--- src/rtl/wbram_rd_stream_ctrl.sv ---
// Weight-BRAM read controller for one PE column.
// Takes per-layer descriptors, forwards each one to the neighbouring PE,
// waits for the writer to fill a buffer, then streams that buffer's words to
// the systolic array. A credit-managed skid FIFO hides the BRAM read latency,
// and the buffer is handed back to the writer once every word is delivered.
module wbram_rd_stream_ctrl #(
    parameter int  WEIGHT_BIT = 8,
    parameter int  LANES      = 16,
    parameter int  NUM_BUFS   = 2,
    parameter int  BUF_WORDS  = 512,
    parameter int  RD_LAT     = 1,
    parameter int  FIFO_DEPTH = RD_LAT + 2,
    parameter int  LEN_W      = $clog2(BUF_WORDS) + 1,
    localparam int SW         = LANES * WEIGHT_BIT,
    localparam int ADDR_W     = $clog2(NUM_BUFS * BUF_WORDS)
) (
    input  logic              clk,
    input  logic              rst,
    input  logic [LEN_W-1:0]  desc_words,
    input  logic              desc_last,
    input  logic              desc_valid,
    output logic              desc_ready,
    output logic [LEN_W-1:0]  fwd_words,
    output logic              fwd_last,
    output logic              fwd_valid,
    input  logic              fwd_ready,
    input  logic              buf_filled,
    output logic              buf_free,
    output logic [ADDR_W-1:0] addrB,
    output logic              enaB,
    output logic              weB,
    input  logic [SW-1:0]     doB,
    output logic [SW-1:0]     w_sys_data,
    output logic              w_sys_valid,
    input  logic              w_sys_ready,
    output logic              net_done
);

    localparam int OFF_W  = $clog2(BUF_WORDS);
    localparam int BUF_W  = $clog2(NUM_BUFS);
    localparam int FILL_W = $clog2(NUM_BUFS) + 1;
    localparam int FCNT_W = $clog2(FIFO_DEPTH + 1);
    localparam int PTR_W  = $clog2(FIFO_DEPTH);
    localparam int INF_W  = $clog2(RD_LAT + 1);

    typedef enum logic [2:0] {
        ST_IDLE,
        ST_FWD,
        ST_WAIT_BUF,
        ST_STREAM,
        ST_DRAIN
    } state_t;

    state_t             r_state;
    logic [LEN_W-1:0]   r_words;
    logic               r_last;
    logic [LEN_W-1:0]   r_rd_cnt;
    logic [BUF_W-1:0]   r_rd_buf;
    logic               r_err;

    logic [FILL_W-1:0]  r_filled;
    logic               r_ovf;

    logic [RD_LAT-1:0]  r_vld;
    logic [SW-1:0]      r_mem [FIFO_DEPTH];
    logic [PTR_W-1:0]   r_wr_ptr;
    logic [PTR_W-1:0]   r_rd_ptr;
    logic [FCNT_W-1:0]  r_fifo_count;

    logic [INF_W-1:0]   w_inflight;
    logic               w_push;
    logic               w_pop;
    logic               w_credit_ok;
    logic               w_ena;
    logic               w_done;
    logic               w_have_buf;

    function automatic logic [PTR_W-1:0] ptr_next(input logic [PTR_W-1:0] p);
        return (p == PTR_W'(FIFO_DEPTH - 1)) ? '0 : p + PTR_W'(1);
    endfunction

    // Count reads issued to the BRAM whose data has not yet been pushed.
    always_comb begin
        // NOTE: default assigned first so no path leaves the sum unassigned (no latch).
        w_inflight = '0;
        for (int i = 0; i < RD_LAT; i++) begin
            w_inflight = w_inflight + INF_W'(r_vld[i]);
        end
    end

    assign w_push      = r_vld[RD_LAT-1];
    assign w_sys_valid = (r_fifo_count != '0);
    assign w_pop       = w_sys_valid && w_sys_ready;
    assign w_sys_data  = w_sys_valid ? r_mem[r_rd_ptr] : '0;

    // A read may only go out if its word is guaranteed a FIFO slot on return.
    assign w_credit_ok = (int'(r_fifo_count) + int'(w_inflight) + 1) <= (FIFO_DEPTH + int'(w_pop));
    assign w_ena       = (r_state == ST_STREAM) && (r_rd_cnt < r_words) && w_credit_ok;
    assign enaB        = w_ena;
    assign weB         = 1'b0;
    assign addrB       = w_ena ? {r_rd_buf, r_rd_cnt[OFF_W-1:0]} : '0;

    assign w_done      = (r_state == ST_DRAIN) && (w_inflight == '0) && (r_fifo_count == '0);
    assign buf_free    = w_done;
    assign net_done    = w_done && r_last;
    assign w_have_buf  = (r_filled != '0) || buf_filled;

    assign desc_ready  = (r_state == ST_IDLE) && !rst;
    assign fwd_valid   = (r_state == ST_FWD);
    assign fwd_words   = r_words;
    assign fwd_last    = r_last;

    // Layer sequencing: accept descriptor, forward it, wait for data, stream, drain.
    always_ff @(posedge clk) begin
        if (rst) begin
            // NOTE: sequential state always uses non-blocking assignments.
            r_state  <= ST_IDLE;
            r_words  <= '0;
            r_last   <= 1'b0;
            r_rd_cnt <= '0;
            r_rd_buf <= '0;
            r_err    <= 1'b0;
        end else begin
            case (r_state)
                ST_IDLE: begin
                    if (desc_valid) begin
                        // A zero-length layer is illegal; stream one word so the buffer still cycles.
                        if (desc_words == '0) begin
                            r_words <= LEN_W'(1);
                            r_err   <= 1'b1;
                        end else begin
                            r_words <= desc_words;
                        end
                        r_last  <= desc_last;
                        r_state <= ST_FWD;
                    end
                end
                ST_FWD: begin
                    if (fwd_ready) begin
                        r_state <= ST_WAIT_BUF;
                    end
                end
                ST_WAIT_BUF: begin
                    if (w_have_buf) begin
                        r_rd_cnt <= '0;
                        r_state  <= ST_STREAM;
                    end
                end
                ST_STREAM: begin
                    if (w_ena) begin
                        r_rd_cnt <= r_rd_cnt + LEN_W'(1);
                        if (r_rd_cnt == r_words - LEN_W'(1)) begin
                            r_state <= ST_DRAIN;
                        end
                    end
                end
                ST_DRAIN: begin
                    if (w_done) begin
                        r_rd_buf <= r_rd_buf + BUF_W'(1);
                        r_state  <= ST_IDLE;
                    end
                end
                default: r_state <= ST_IDLE;
            endcase
        end
    end

    // Filled-buffer count shared with the writer; a fill beyond capacity is dropped and flagged.
    always_ff @(posedge clk) begin
        if (rst) begin
            r_filled <= '0;
            r_ovf    <= 1'b0;
        end else if (buf_filled && !w_done) begin
            if (r_filled == FILL_W'(NUM_BUFS)) begin
                r_ovf <= 1'b1;
            end else begin
                r_filled <= r_filled + FILL_W'(1);
            end
        end else if (!buf_filled && w_done) begin
            r_filled <= r_filled - FILL_W'(1);
        end
    end

    // Read-latency tracker and skid FIFO occupancy/pointers.
    always_ff @(posedge clk) begin
        if (rst) begin
            r_vld        <= '0;
            r_wr_ptr     <= '0;
            r_rd_ptr     <= '0;
            r_fifo_count <= '0;
        end else begin
            r_vld[0] <= w_ena;
            for (int i = 1; i < RD_LAT; i++) begin
                r_vld[i] <= r_vld[i-1];
            end
            if (w_push) begin
                r_wr_ptr <= ptr_next(r_wr_ptr);
            end
            if (w_pop) begin
                r_rd_ptr <= ptr_next(r_rd_ptr);
            end
            case ({w_push, w_pop})
                2'b10:   r_fifo_count <= r_fifo_count + FCNT_W'(1);
                2'b01:   r_fifo_count <= r_fifo_count - FCNT_W'(1);
                default: r_fifo_count <= r_fifo_count;
            endcase
        end
    end

    // Skid FIFO storage; every returning BRAM word is captured.
    // NOTE: storage is not reset; the occupancy count alone decides what is valid.
    always_ff @(posedge clk) begin
        if (w_push) begin
            r_mem[r_wr_ptr] <= doB;
        end
    end

    a_fifo_no_overflow: assert property (@(posedge clk) disable iff (rst)
        !(w_push && !w_pop && (r_fifo_count == FCNT_W'(FIFO_DEPTH))));
    a_fill_no_overflow: assert property (@(posedge clk) disable iff (rst) !r_ovf);
    a_desc_words_legal: assert property (@(posedge clk) disable iff (rst) !r_err);

endmodule

--- config.mk ---
export PLATFORM = sky130hd
export DESIGN_NAME = wbram_rd_stream_ctrl
export DESIGN_NICKNAME = d
export VERILOG_FILES = /design/src/rtl/wbram_rd_stream_ctrl.sv
export SDC_FILE = /design/constraint.sdc
export NUM_CORES = 1
export LEC_CHECK = 0
export ABC_AREA = 0
export CORE_MARGIN = 4
export CORE_UTILIZATION = 57
export DETAILED_ROUTE_END_ITERATION = 16
export GPL_ROUTABILITY_DRIVEN = 0
export GPL_TIMING_DRIVEN = 0
export PLACE_DENSITY = 0.86
export SLEW_MARGIN = 0
export SYNTH_ARGS = -nofsm -noshare
export SYNTH_HDL_FRONTEND = slang
export SYNTH_SLANG_ARGS = --single-unit
--- constraint.sdc ---
create_clock -name clk -period 31.3 [get_ports clk]
set_clock_uncertainty 0.2 [all_clocks]
set_input_delay 4.695 -clock clk [delete_from_list [all_inputs] [get_ports clk]]
set_output_delay 4.695 -clock clk [all_outputs]
set_load 0.02 [all_outputs]
==> qor.csv, run 1 <==
metric;value;unit
status;complete, no violations;
CP Max Fanout;10;
Starting Density;58.38;%
max_slew headroom;35.38;%
critical path's slowest cell;clkdlybuf4s50_1;
critical-path cell list;clkdlybuf4s50_1 -> nand2_1 -> inv_1 -> ha_1 -> a211oi_1 -> o21ai_0 -> nor3_1 -> clkbuf_1 -> and2_1 -> clkdlybuf4s50_1;
sequential power share;52.6;%
Worst Hold Class;flop to flop;
detailed-route via count;11310;
DRC;0;
Clock power frac;40.2;%
WP buf/inv;4;
Max clock buf depth;3;
Area Growth Syn to Fin;30.47;%
most frequent cells in the layout;edfxtp_1, clkdlybuf4s50_1, nor2_1;
Worst path max stage delay;600;ps
Max Cap Viol;0;
DIE WIDTH;180.2;um
Core ar.;28940;um2
Tot Pwr;1176;uW
mapped cell area;16890;um2
syn avg cell area;13.63;um2
row count;62;
CTS buffer count;43;
critical path class;input port to output pin;
die height;180.2;um
internal power;927.7;uW
final critical-path share of the clock period;39.99;%
crit path DAT;7620;ps
detailed-placement wirelength estimate;28130;um
most common cell after layout, fill and taps aside;edfxtp_1;
Multi-input gate area;4320;um2
I/O Pins;301;
Syn. warnings;0;
required time worst endpoint;26410;ps
clock tree sinks;420;
post-CTS setup buffer count;0;
P_leak;0.007231;uW
final core occ;76.17;%
via/cell ratio;5.595;
Final ANT Viol Nets;0;
H-tree depth;2;
Fin Setup TNS;0;ps
async set-reset flop share out of synthesis;0;%
Sw Ratio;21.09;%
number of global-route vias before repair;11570;
number of flops mapped to enable cells by yosys;384;
placed cell areas;20740;um2
Slew Limit Fails;0;
CTS resizes;0;
count of cell types in the netlist;45;
power per cell area;53.34;nW/um2
Reg clk slew, reported paths;60;ps
Slew @ Worst Pin;969.4;ps
syn_nets;1402;
cell area after layout;22040;um2
Crit path max-delay family;buffers and inverters;
hold_ws;300.7;ps
drt first-iter violations;918;
most frequent CP cell;clkdlybuf4s50_1;
Fillers;1709;
Cells after Synth;1239;
CTS Hold Bufs;0;
GRT Overall Usage;24.26;%
Peak Freq;0.07989;GHz
CTS Root Cell;clkbuf_16;
Final Hold Fails;0;
WL/cell;20.27;um
Yosys reg bits;420;
Final #Nets;1768;
Comb pwr share;7.2;%
later-pin clock latency in the skew report;530;ps
first-pass GRT wire length;62730;um
initial antenna violation count;7;
die area;32450;um2
Max VDD drop;0.00004848;V
share of layout cells above drive strength 1;5.443;%
Seq. cell area;12250;um2
element type at the critical path start;input port;
Setup crit end kind;output pin;
P_sw;247.9;uW
final setup vio count;0;
post-synthesis sequential area ratio;72.53;%
RSZ-0062 raised after global routing;no;
crit path time final;12520;ps
pin count of the biggest net entering global routing;32;
CTS tree;done;
port buffer count;298;
WL final;40970;um
Synth Flop Type;edfxtp_1;
total gr overflow;0;
router iterations before antenna repair;5;
-- tightest hold or removal path, cell delays in order (launching register included) --
cell and delay (ps):
dfxtp_1 340, nand2_1 60, a21oi_1 50
-- synth_stat cells (6+ instances only) --
| cell type | n | area (um2) |
|---|---|---|
| or3_1 | 8 | 50.05 |
| inv_1 | 18 | 67.56 |
| xnor2_1 | 15 | 131.4 |
| edfxtp_1 | 384 | 11530 |
| a21oi_1 | 157 | 785.8 |
| dfxtp_1 | 36 | 720.7 |
| mux2i_1 | 128 | 1281 |
| clkbuf_1 | 50 | 187.7 |
| ha_1 | 18 | 225.2 |
| nand3_1 | 6 | 30.03 |
| nor4_1 | 8 | 50.05 |
| nand2_1 | 30 | 112.6 |
| and2_1 | 11 | 68.82 |
| buf_1 | 15 | 56.30 |
| nor2_1 | 274 | 1028 |
| o21ai_0 | 14 | 70.07 |
| nor3_1 | 8 | 40.04 |
-- logic make-up after synthesis --
logic type | synth area share (%)
DFF | 72.53
and+or+nand+nor | 9.377
AOI/OAI and AO/OA | 6.155
muxes | 7.585
buffers and inverters | 2.015
xor gates and xnor gates | 0.9851
adders and majority gates | 1.333
other | 0.02220
-- metal layers --
metal	up-vias	global-route usage (%)	routed length [um]
li1	5263	-	-
met1	5486	30.32	16080
met2	470	42.20	20700
met3	79	6.258	3131
met4	10	7.078	995
met5	-	0	57
-- registers in the layout (all words and copies together) (netlist names), named ones only --
name and count:
r_state 3, r_rd_cnt 10, r_mem 384, r_rd_ptr 2, r_filled 2, r_vld 1, fwd_words 10, r_wr_ptr 2
fwd_last 1, r_rd_buf 1, r_fifo_count 2
-- final cells by class --
class | instances | share of cell area, %
Inverter | 18 | 0.3066
Buffer | 69 | 1.238
Clock inverter | 21 | 0.6301
Timing Repair Buffer | 321 | 15.17
Tap cell | 384 | 2.180
Antenna cell | 2 | 0.02271
Sequential cell | 420 | 55.59
Multi-Input combinational cell | 732 | 19.60
Clock buffer | 54 | 5.263
-- power groups by stage --
stage               sequential [uW]  clock [uW]  combinational, uW
floorplan                       632           0               37.8
global placement                631           0               80.7
detailed placement              630           0               84.1
CTS                             618         480               84.8
global route                    618         501               90.9
finish                          618         473               84.7
-- stage by stage --
step | worst slack [ps] | std cells
finish | 18780 | 2021
global route | 18580 | 2021
CTS | 18770 | 2019
detailed placement | 18800 | 1944
global placement | 15400 | 1921
floorplan | 19960 | 1239
-- path summary, 6_finish.rpt --
kind / startpoint / end / slack (ps) / cells after the start
worst max-delay path: w_sys_ready / addrB[5] / 18780 / 10
worst min-delay path: fwd_words[9]$_SDFFE_PP0P_ / fwd_words[9]$_SDFFE_PP0P_ / 300 / 2
worst max register to register: r_fifo_count[0]$_SDFFE_PP0P_ / r_rd_cnt[0]$_SDFFE_PP0P_ / 27990 / 12
worst min register to register: fwd_words[9]$_SDFFE_PP0P_ / fwd_words[9]$_SDFFE_PP0P_ / 300 / 2
No activity file was read; power rests on OpenSTA's default activity.
==> run 2, diff against run 1 <==
Settings changed: CORE_UTILIZATION 57 to 53, PLACE_DENSITY 0.86 to 0.8.
Clock period 31.3 ns to 11.95 ns, I/O delays scaled along.
==> run 2 against run 1 <==
  * Flip-flop and latch count unchanged
  * Sequential share of layout area down 0.48 points
  * First-iteration DRC count down 12%
  * Critical path depth unchanged
  * Utilization down 5.5 points
  * Combinational power rose to 2.6 times the previous value
  * Hold slack worse by 23 ps
  * Register-to-register slack worse by 19000 ps
  * Highest routed layer unchanged
  * Critical path type unchanged
  * Final cell count up 1.1%
  * Routed wire length down 0.57%
  * Largest power group unchanged
  * Largest cell class unchanged
  * Via count about the same
==> qor.csv, run 2 (same netlist as run 1, synthesis figures left out) <==
metric;value;unit;change
WL final;40730;um;-0.57%
router iterations before antenna repair;7;;+2
CTS resizes;0;;unchanged
max_slew headroom;44.61;%;+9.2 points
CTS buffer count;43;;unchanged
CTS tree;done;;
status;complete, no violations;;
most frequent cells in the layout;edfxtp_1, clkdlybuf4s50_1, nor2_1;;
initial antenna violation count;8;;+1
Max Cap Viol;0;;unchanged
detailed-route via count;11300;;-0.088%
first-pass GRT wire length;63180;um;+0.72%
DRC;0;;unchanged
Peak Freq;0.1491;GHz;
final critical-path share of the clock period;56.14;%;
Worst Hold Class;flop to flop;;
Tot Pwr;3205;uW;+170%
crit path DAT;4720;ps;-2900 ps
DIE WIDTH;186.5;um;+3.5%
required time worst endpoint;9960;ps;-16450 ps
Final #Nets;1769;;+0.057%
P_leak;0.007314;uW;+1.1%
Core ar.;31470;um2;+8.8%
later-pin clock latency in the skew report;530;ps;about the same
die area;34790;um2;+7.2%
crit path time final;6709;ps;
post-CTS setup buffer count;0;;unchanged
clock tree sinks;420;;unchanged
Final ANT Viol Nets;0;;unchanged
most common cell after layout, fill and taps aside;edfxtp_1;;
critical path's slowest cell;clkdlybuf4s50_1;;
WL/cell;19.94;um;-1.6%
critical-path cell list;clkdlybuf4s50_1 -> nand2_1 -> inv_1 -> ha_1 -> a211oi_1 -> o21ai_0 -> nor3_1 -> clkbuf_1 -> and2_1 -> clkdlybuf4s50_1;;
drt first-iter violations;804;;-12%
Slew Limit Fails;0;;unchanged
port buffer count;298;;unchanged
Worst path max stage delay;600;ps;about the same
Reg clk slew, reported paths;60;ps;about the same
detailed-placement wirelength estimate;27660;um;-1.7%
total gr overflow;0;;unchanged
share of layout cells above drive strength 1;6.040;%;+0.60 points
RSZ-0062 raised after global routing;no;;
most frequent CP cell;clkdlybuf4s50_1;;
element type at the critical path start;input port;;
CTS Root Cell;clkbuf_16;;
via/cell ratio;5.530;;-1.2%
critical path class;input port to output pin;;
max reg flops;384;;unchanged
largest register by flop count;r_mem;;
Starting Density;53.67;%;-4.7 points
CTS Hold Bufs;0;;unchanged
# placed instances;1963;;+0.98%
Slew @ Worst Pin;830.9;ps;-138.5 ps
Area Growth Syn to Fin;31.61;%;
Fin Setup TNS;0;ps;unchanged
I/O Pins;301;;unchanged
final core occ;70.64;%;-5.5 points
Max clock buf depth;3;;unchanged
pin count of the biggest net entering global routing;28;;-13%
GRT Overall Usage;22.85;%;-1.4 points
reg-to-reg slack, setup;8670;ps;-19320 ps
Final Hold Fails;0;;unchanged
Fillers;2089;;+22%
row count;65;;+4.8%
CP Max Fanout;10;;unchanged
number of global-route vias before repair;11620;;+0.42%
Max VDD drop;0.0001248;V;+160%
H-tree depth;2;;unchanged
power per cell area;144.1;nW/um2;+170%
die height;186.5;um;+3.5%
Setup crit end kind;output pin;;
non-filler instance count after layout;2043;;+1.1%
final setup vio count;0;;unchanged
## run 2: cell count changes in the layout (fill, tap and decap cells not counted), sizes merged
cell / delta
bufinv: +6
clkbuf: -4
buf: +1
clkinv: +1
## run 2: stage by stage
stage               setup WS, ps  instance area (um2)  hold slack [ps]
floorplan                   1777                16890            260.0
global placement           -4385                20380            255.6
detailed placement          5251                20770            278.8
CTS                         5213                22230            282.5
global route                4972                22230            321.9
finish                      5241                22230            277.4
## run 2: worst max-delay path, delay by kind of cell
| kind | cells | cell delay [ps] |
|---|---|---|
| buffers and inverters | 4 | 1470 |
| AO/OA/AOI/OAI | 2 | 390 |
| adder cells (fa/ha/maj) | 1 | 330 |
| AND/OR/NAND/NOR | 3 | 740 |
## run 2: final cells by class
cell class                      count  area, um2  area share (%)
Timing Repair Buffer              322       3356           15.09
Clock buffer                       50       1102           4.958
Inverter                           18      67.56          0.3039
Antenna cell                        2      5.005         0.02251
Clock inverter                     28      354.1           1.593
Tap cell                          402      503.0           2.262
Multi-Input combinational cell    732       4320           19.43
Sequential cell                   420      12250           55.11
Buffer                             69      272.8           1.227
## run 2: per-layer routing
metal	part of all wire [%]	up-vias	wire length (um)	track usage (%)
li1	-	5268	-	-
met1	39	5497	15700	28.43
met2	51	446	20700	40.09
met3	8.4	75	3418	6.023
met4	2.1	12	840	6.001
met5	0.18	-	73	0
## run 2: report_power, final
part / switching, uW / internal [uW] / total (uW)
Combinational: 113 / 109 / 221
Clock: 546 / 818 / 1360
Sequential: 7.24 / 1610 / 1620
## run 2: final timing paths
| kind | start | to | cells past startpoint |
|---|---|---|---|
| min | fwd_last$_SDFFE_PP0P_ | fwd_last$_SDFFE_PP0P_ | 2 |
| max | w_sys_ready | addrB[7] | 10 |
| min reg2reg | fwd_last$_SDFFE_PP0P_ | fwd_last$_SDFFE_PP0P_ | 2 |
| max reg2reg | r_fifo_count[0]$_SDFFE_PP0P_ | r_rd_cnt[0]$_SDFFE_PP0P_ | 12 |
